[src/rtl/siren_pattern_gen.sv]
// N-channel lamp bar / siren / colour pattern generator driven by a slow tick strobe.
// Optional soft stop (freeze lamps until next tick) enabled by defining SIREN_SOFT_STOP_EN.
module siren_pattern_gen #(
  parameter int unsigned NUM_CH   = 4,
  parameter int unsigned ON_TICKS = 1,
  parameter int unsigned BURST    = 2,
  parameter int unsigned GAP      = 2,
  parameter int unsigned CNT_W    = 8
) (
  input  logic              clock,
  input  logic              reset,
  input  logic              enable_siren,
  input  logic              tick,
  input  logic [1:0]        mode,
  output logic              siren,
  output logic              color,
  output logic [NUM_CH-1:0] lamp
);

`ifdef SIREN_SOFT_STOP_EN
  typedef enum logic [1:0] {IDLE, ACTIVE, STOPPING} state_t;
`else
  typedef enum logic [1:0] {IDLE, ACTIVE} state_t;
`endif

  typedef enum logic [1:0] {M_STEADY, M_ALT, M_ROTATE, M_BURST} mode_t;

  localparam logic [CNT_W-1:0] PH_LAST     = CNT_W'(ON_TICKS - 1);
  localparam logic [CNT_W-1:0] ROT_LAST    = CNT_W'(NUM_CH - 1);
  localparam logic [CNT_W-1:0] BURST_LAST  = CNT_W'(2 * BURST + GAP - 1);
  localparam logic [CNT_W-1:0] BURST_FLASH = CNT_W'(2 * BURST);

  state_t           state_q, state_d;
  mode_t            mode_q, mode_d;
  logic             tick_q;
  logic [CNT_W-1:0] ph_q, ph_d;
  logic [CNT_W-1:0] step_q, step_d;
  logic             color_q, color_d;
  logic             tick_edge;
  logic             last_step;

  assign tick_edge = tick & ~tick_q;

  always_comb begin
    unique case (mode_q)
      M_STEADY: last_step = 1'b1;
      M_ALT:    last_step = step_q[0];
      M_ROTATE: last_step = (step_q == ROT_LAST);
      M_BURST:  last_step = (step_q == BURST_LAST);
      default:  last_step = 1'b1;
    endcase
  end

  always_comb begin
    state_d = state_q;
    mode_d  = mode_q;
    ph_d    = ph_q;
    step_d  = step_q;
    color_d = color_q;
    unique case (state_q)
      IDLE: begin
        if (enable_siren) begin
          state_d = ACTIVE;
          mode_d  = mode_t'(mode);
          ph_d    = '0;
          step_d  = '0;
          color_d = 1'b0;
        end
      end
      ACTIVE: begin
        if (!enable_siren) begin
`ifdef SIREN_SOFT_STOP_EN
          state_d = STOPPING;
`else
          state_d = IDLE;
          ph_d    = '0;
          step_d  = '0;
          color_d = 1'b0;
`endif
        end else if (tick_edge) begin
          if (mode_t'(mode) != mode_q) begin
            mode_d  = mode_t'(mode);
            ph_d    = '0;
            step_d  = '0;
            color_d = 1'b0;
          end else if (ph_q == PH_LAST) begin
            ph_d   = '0;
            step_d = last_step ? '0 : step_q + 1'b1;
            // ALT colour follows the step; ROTATE/BURST colour flips once per full period
            unique case (mode_q)
              M_STEADY: color_d = 1'b0;
              M_ALT:    color_d = step_d[0];
              default:  color_d = last_step ? ~color_q : color_q;
            endcase
          end else begin
            ph_d = ph_q + 1'b1;
          end
        end
      end
`ifdef SIREN_SOFT_STOP_EN
      STOPPING: begin
        if (enable_siren) begin
          state_d = ACTIVE;
          mode_d  = mode_t'(mode);
          ph_d    = '0;
          step_d  = '0;
          color_d = 1'b0;
        end else if (tick_edge) begin
          state_d = IDLE;
          ph_d    = '0;
          step_d  = '0;
          color_d = 1'b0;
        end
      end
`endif
      default: state_d = IDLE;
    endcase
  end

  always_ff @(posedge clock or negedge reset) begin
    if (!reset) begin
      state_q <= IDLE;
      mode_q  <= M_STEADY;
      tick_q  <= 1'b0;
      ph_q    <= '0;
      step_q  <= '0;
      color_q <= 1'b0;
    end else begin
      state_q <= state_d;
      mode_q  <= mode_d;
      tick_q  <= tick;
      ph_q    <= ph_d;
      step_q  <= step_d;
      color_q <= color_d;
    end
  end

  // Outputs decode straight from registers; in STOPPING the frozen step keeps lamps steady
  always_comb begin
    lamp = '0;
    if (state_q != IDLE) begin
      unique case (mode_q)
        M_STEADY: lamp = '1;
        M_ALT: begin
          for (int unsigned i = 0; i < NUM_CH; i++) begin
            lamp[i] = step_q[0] ? (i >= NUM_CH / 2) : (i < NUM_CH / 2);
          end
        end
        M_ROTATE: begin
          for (int unsigned i = 0; i < NUM_CH; i++) begin
            lamp[i] = (step_q == CNT_W'(i));
          end
        end
        M_BURST: begin
          if ((step_q < BURST_FLASH) && !step_q[0]) lamp = '1;
        end
        default: lamp = '0;
      endcase
    end
  end

  assign siren = (state_q == ACTIVE);
  assign color = color_q;

endmodule

[config.mk]
export PLATFORM = sky130hd
export DESIGN_NAME = siren_pattern_gen
export DESIGN_NICKNAME = d
export VERILOG_FILES = /design/src/rtl/siren_pattern_gen.sv
export SDC_FILE = /design/constraint.sdc
export NUM_CORES = 1
export LEC_CHECK = 0
export BUFFER_PORTS_ARGS = -buffer_cell sky130_fd_sc_hd__buf_2
export CAP_MARGIN = 20
export CORE_MARGIN = 5
export CORE_UTILIZATION = 55
export CTS_BUF_LIST = sky130_fd_sc_hd__clkbuf_4
export CTS_CLUSTER_SIZE = 28
export DETAILED_ROUTE_END_ITERATION = 10
export PLACE_DENSITY = 0.82
export SYNTH_ARGS = -nofsm -noshare
export SYNTH_HDL_FRONTEND = slang
export SYNTH_SLANG_ARGS = --single-unit
[constraint.sdc]
create_clock -name clock -period 2.27 [get_ports clock]
set_clock_uncertainty 0.1 [all_clocks]
set_input_delay 0.454 -clock clock [delete_from_list [all_inputs] [get_ports clock]]
set_output_delay 0.454 -clock clock [all_outputs]
set_load 0.05 [all_outputs]
* Word level (Yosys, flattened, before mapping)
Cells that the tools add are included.
** Word-level totals
- Bits in registers :: 22
- Input port bits :: 6
- Output and inout port bits :: 6
** Cells by class
- Add/sub/neg operators :: 2
- Magnitude comparators :: 1
- Eq/ne operators :: 17
- Muxes and demuxes :: 34
- Bitwise operators :: 3
- Reductions and logical operators :: 13
** Operators by type and width (number)
- $mux 8 :: 10
- $pmux 8 s2 :: 2
- $add 8x1->8 const B :: 2
- $eq 8x2->1 const B :: 2
- $logic_not 8->1 :: 2
- $pmux 4 s4 :: 1
- $mux 2 :: 6
- $reduce_and 5->1 :: 2
- $eq 8x1->1 const B :: 1
- $eq 8x3->1 const B :: 1
- $lt 8x3->1 const B :: 1
- $mux 1 :: 8
- $mux 4 :: 2
- $pmux 2 s2 :: 2
- $ne 2x2->1 const B :: 3
- $ne 6x2->1 const B :: 1
- $eq 2x1->1 const B :: 2
- $eq 2x2->1 const B :: 2
- $logic_not 2->1 :: 2
- $ne 2x1->1 const B :: 2
- $ne 4x2->1 const B :: 1
- $pmux 1 s2 :: 2
- $pmux 1 s4 :: 1
- $reduce_and 4->1 :: 1
- other kinds (9) :: 11

* Logic depth before layout (Yosys ltp)
- Depth after elaboration :: 9
- Depth in mapped cells :: 8

* Worst setup path after synthesis
No wires, ideal clock.
- Kind :: register to register
- Start point :: reg state_q[0]
- End point :: reg color_q (netlist: color)
- Library setup time :: 110 ps
- Arrival time :: 2116 ps
- Required time :: 2060 ps
- Path slack :: -56 ps
- Cell stages (with the launch flop) :: 7
- Path buffers :: 1
- Period minus slack after synthesis :: 2326 ps
- Path through :: dfrtp_1 inv_1 ha_1 a21oi_1 o21ai_1 buf_2 o41ai_1
** On the way
- Longest elaborated chain between the ends :: 3
- Elaborated cells between the ends (all ways) :: 9
- Those cells by class :: eq/ne (5); mux (1); reduce/logical (3)
** Ends and longest elaborated chain
- from (decl) :: line 33 : state_t state_q, state_d;
- from (signal assigned) :: line 129 : state_q <= state_d;
- $eq 2x1->1 or $logic_not 2->1 (tied branches) :: line 60 : unique case (state_q)
- $ne 6x2->1 (no line) (tied with other cells)
- $reduce_and 5->1 (no line)
- to (signal assigned) :: line 134 : color_q <= color_d;
- to (decl) :: line 38 : logic color_q, color_d;
Parallel ways exist; a longest one is shown, timed or not.
A chain may end at the register's enable or synchronous reset.

* Final worst setup path
- Start point :: reg step_q[6]
- End point :: out lamp[0]
** On the way
- Longest elaborated chain between the ends :: 5
- Elaborated cells between the ends (all ways) :: 6
- Those cells by class :: order compare (1); mux (3); reduce/logical (2)
** Ends and longest elaborated chain
- from (decl) :: line 37 : logic [CNT_W-1:0] step_q, step_d;
- from (signal assigned) :: line 133 : step_q <= step_d;
- $lt 8x3->1 :: line 155 : if ((step_q < BURST_FLASH) && !step_q[0]) lamp = '1;
- $logic_and 1x1->1 :: line 155
- $mux 4 :: line 155
- $pmux 4 s4 * :: line 142 : unique case (mode_q)
- $mux 4 * :: line 141 : if (state_q != IDLE) begin
- to (decl) :: line 17 : output logic [NUM_CH-1:0] lamp
Mark *: on every way between the ends. The rest lies on a longest branch, timed or not.

==> results.yml <==
run_status:
  run_status: "complete, but fails checks"
  failed_checks: "setup timing"
pwr:
  p_leak_nw: 0.772
  power.total_mw: 1.59
  power_density_mw_per_mm2: 935
  ir_worst_vdd_mv: 1.14
route:
  wirelength_um: 3080
  postRouteAntennaNets: 0
  viasPerCell: 5.80
  drtPass1Iterations: 5
  vias: 1195
  drc_errors: 0
  wire_per_inst_um: 15.0
  dr.first_iter.drc_count: 32
sta:
  relSlewSlack_pct: 68.0
  setup_tns_ns: -0.0115
  grt_setup_unrepaired: "true"
  fin_ws_ns: -0.0115
  worst_slew_pin_slew_ns: 0.481
  fmax_ghz: 0.438
  finalHoldViolations: 0
  setup_viol: 1
  fin_hold_ws_ns: 0.152
  period_share_pct: 101
  finalWorstPathRequiredPeriod_ns: 2.28
  slew_viol_final: 0
global_route:
  grt.total_usage_pct: 16.8
  antenna_found_initial: 0
  grt-ovfl-total: 0
  grt_pass1_vias: 1092
  grt_max_degree: 22
  grt_pass1_wl_um: 4570
floorplanning:
  start_util_pct: 55.9
  die-area_mm2: 0.00354
  io_pins: 12
  die_height_um: 59.5
  die_w_um: 59.5
  rows: 18
  design.core.area_mm2: 0.00241
placement:
  placed_cells: 189
  hpwl_um: 1960
  gp_congestion: 0.862
  numPortBuffers: 11
critical_path:
  path_max_fanout: 4
  rr_startpoint: "step_q[1]"
  path_buf_inv: 1
  cp.required_ns: 1.72
  crit_chain: "nor2_2, nand4b_1, o21ai_0, and3_1, buf_6"
  critical_path.startpoint: "step_q[6]"
  slowest_stage: "dfrtp_1"
  path_class: "reg -> out"
  cp_top_family: "simple AND/OR/NAND/NOR gates"
  cp_data_arrival_time_ns: 1.73
  critPathMaxStageDelay_ns: 0.44
  critPathLaunchType: "flop"
  cp-end-kind: "primary output"
clock_tree:
  cts_sinks: 21
  htreeDepth: 1
  clock-root-buffer: "clkbuf_4"
  cts_tree: "yes"
  cts.clk_slew.worst_paths_ns: 0.13
  cts_made_buffers: 3
  clk_latency_ns: 0.31
  cts_buffer_depth: 2
logic_synthesis:
  muxShareOfSynthArea_pct: 1.67
  synth_top_family_by_area: "simple AND/OR/NAND/NOR gates"
  synth_seq_area_share_pct: 39.0
  netlist_instances: 145
  synthSimpleGateAreaFrac_pct: 24.5
  synth_compound_area_share_pct: 15.3
  synthFlopType: "dfrtp_1"
  synth_fp_nets: 160
  synthAdderAreaFrac_pct: 8.36
  yosys_register_bits: 21
  synth_xor_area_share_pct: 7.25
  synth_area_mm2: 0.00135
  yosysWarnings: 0
  synthArstFlopShare_pct: 100
  synth.avg_cell_area_um2: 9.28
  synth_edf_count: 0
  yosysUniqueCellTypes: 35
finish:
  layout-drive-gt1-share_pct: 33.0
  diodes: 0
  final_nets: 192
  fillers: 169
  areaGrowthSynthToFinish_pct: 26.4
  utilization_pct: 70.6
  finalNonFillerCells: 206
worst_hold_path:
  hold_class: "in -> reg"
  holdCritStartpoint: "tick"
job:
  cap_viol_max_count: 0
## cell usage after synthesis, types with 3 or more instances
master,n,share of area [%]
a21oi_1,4,1.5
a2bb2oi_1,4,2.6
and3_1,6,2.8
dfrtp_1,21,39
ha_1,9,8.4
inv_1,8,2.2
nand2_1,17,4.7
nand2b_1,3,1.4
nand3_1,6,2.2
nand4_1,3,1.4
nor2_1,17,4.7
nor2b_1,3,1.4
o21ai_0,6,2.2
o31ai_1,5,2.8
xor2_1,6,3.9
## per-layer routing
metal	track usage, %	up-vias	part of all wire (%)
met5	0	-	0
met4	7.44	0	2.2
met3	2.18	10	4.1
met2	28.5	39	51
met1	21.1	569	43
li1	-	577	-
## layout by cell type, fill, tap and decap left out, drive strengths merged, types with 3 or more instances in the layout
cell type / Yosys / routed
nand3: 6 / 6
nand2b: 3 / 3
o21ai: 7 / 7
a2bb2oi: 4 / 4
and3: 6 / 6
o31ai: 5 / 5
xnor2: 3 / 3
nor2: 17 / 17
xor2: 6 / 6
ha: 9 / 9
buf: 3 / 29
nand2: 17 / 17
clkbuf: 0 / 3
nor2b: 3 / 3
a21oi: 4 / 4
dfrtp: 21 / 21
nand4: 3 / 3
inv: 8 / 8
## sequential cells by signal, summed over array words and instances (netlist names)
name and cells:
state_q 1, ph_q 8, step_q 8, color 1, tick_q 1, mode_q 2
## timing repair
action | in CTS | in global routing
setup buffers | 1 | 11
hold endpoints to repair | 21 | 0
hold buffers | 1 | 0
gates cloned | 0 | 0
setup endpoints to repair | 6 | 11
resized for setup | 7 | 27
pin swaps | 2 | 9
## per-stage QoR
| stage | instance area, um2 | setup WS (ns) |
|---|---|---|
| 2_1_floorplan | 1350 | 0.00822 |
| 3_3_place_gp | 1460 | 0.104 |
| 3_5_place_dp | 1460 | 0.0351 |
| 4_1_cts | 1520 | -0.000940 |
| 5_1_grt | 1700 | -0.0989 |
| 6_report | 1700 | -0.0115 |
## final timing paths
kind | to | slack, ns | cells past startpoint
setup / recovery | lamp[0] | -0.01 | 5
hold / removal | tick_q | 0.15 | 1
setup reg to reg | step_q[4] | 0.03 | 7
hold reg to reg | step_q[6] | 0.43 | 1
max in group asynchronous | step_q[2] | 1.20 | 2
min in group asynchronous | step_q[7] | 0.52 | 2
## cells by family (layout without fill, tap and decap cells)
| logic type | after synthesis | in the layout |
|---|---|---|
| AOI/OAI and AO/OA | 30 | 30 |
| and+or+nand+nor | 63 | 63 |
| buffers and inverters | 11 | 42 |
| DFF | 21 | 21 |
| muxes | 2 | 2 |
| xor gates and xnor gates | 9 | 9 |
| adders and majority gates | 9 | 9 |
## report_power, final
group	total [mW]	internal [mW]	switching, mW
clock network	0.188	0.0658	0.122
logic	0.895	0.356	0.539
registers	0.507	0.418	0.0899
## layout make-up
type                       count  area (um2)  area share (%)
clock buffer                   3        22.5            1.32
clock inverter                 1        5.00           0.294
inverter                       8        32.5            1.91
multi-input combinational    113         841            49.4
sequential                    21         534            31.4
tap                           30        37.5            2.21
timing repair buffer          30         229            13.5
Note: power is estimated with default switching activity, not from simulation.
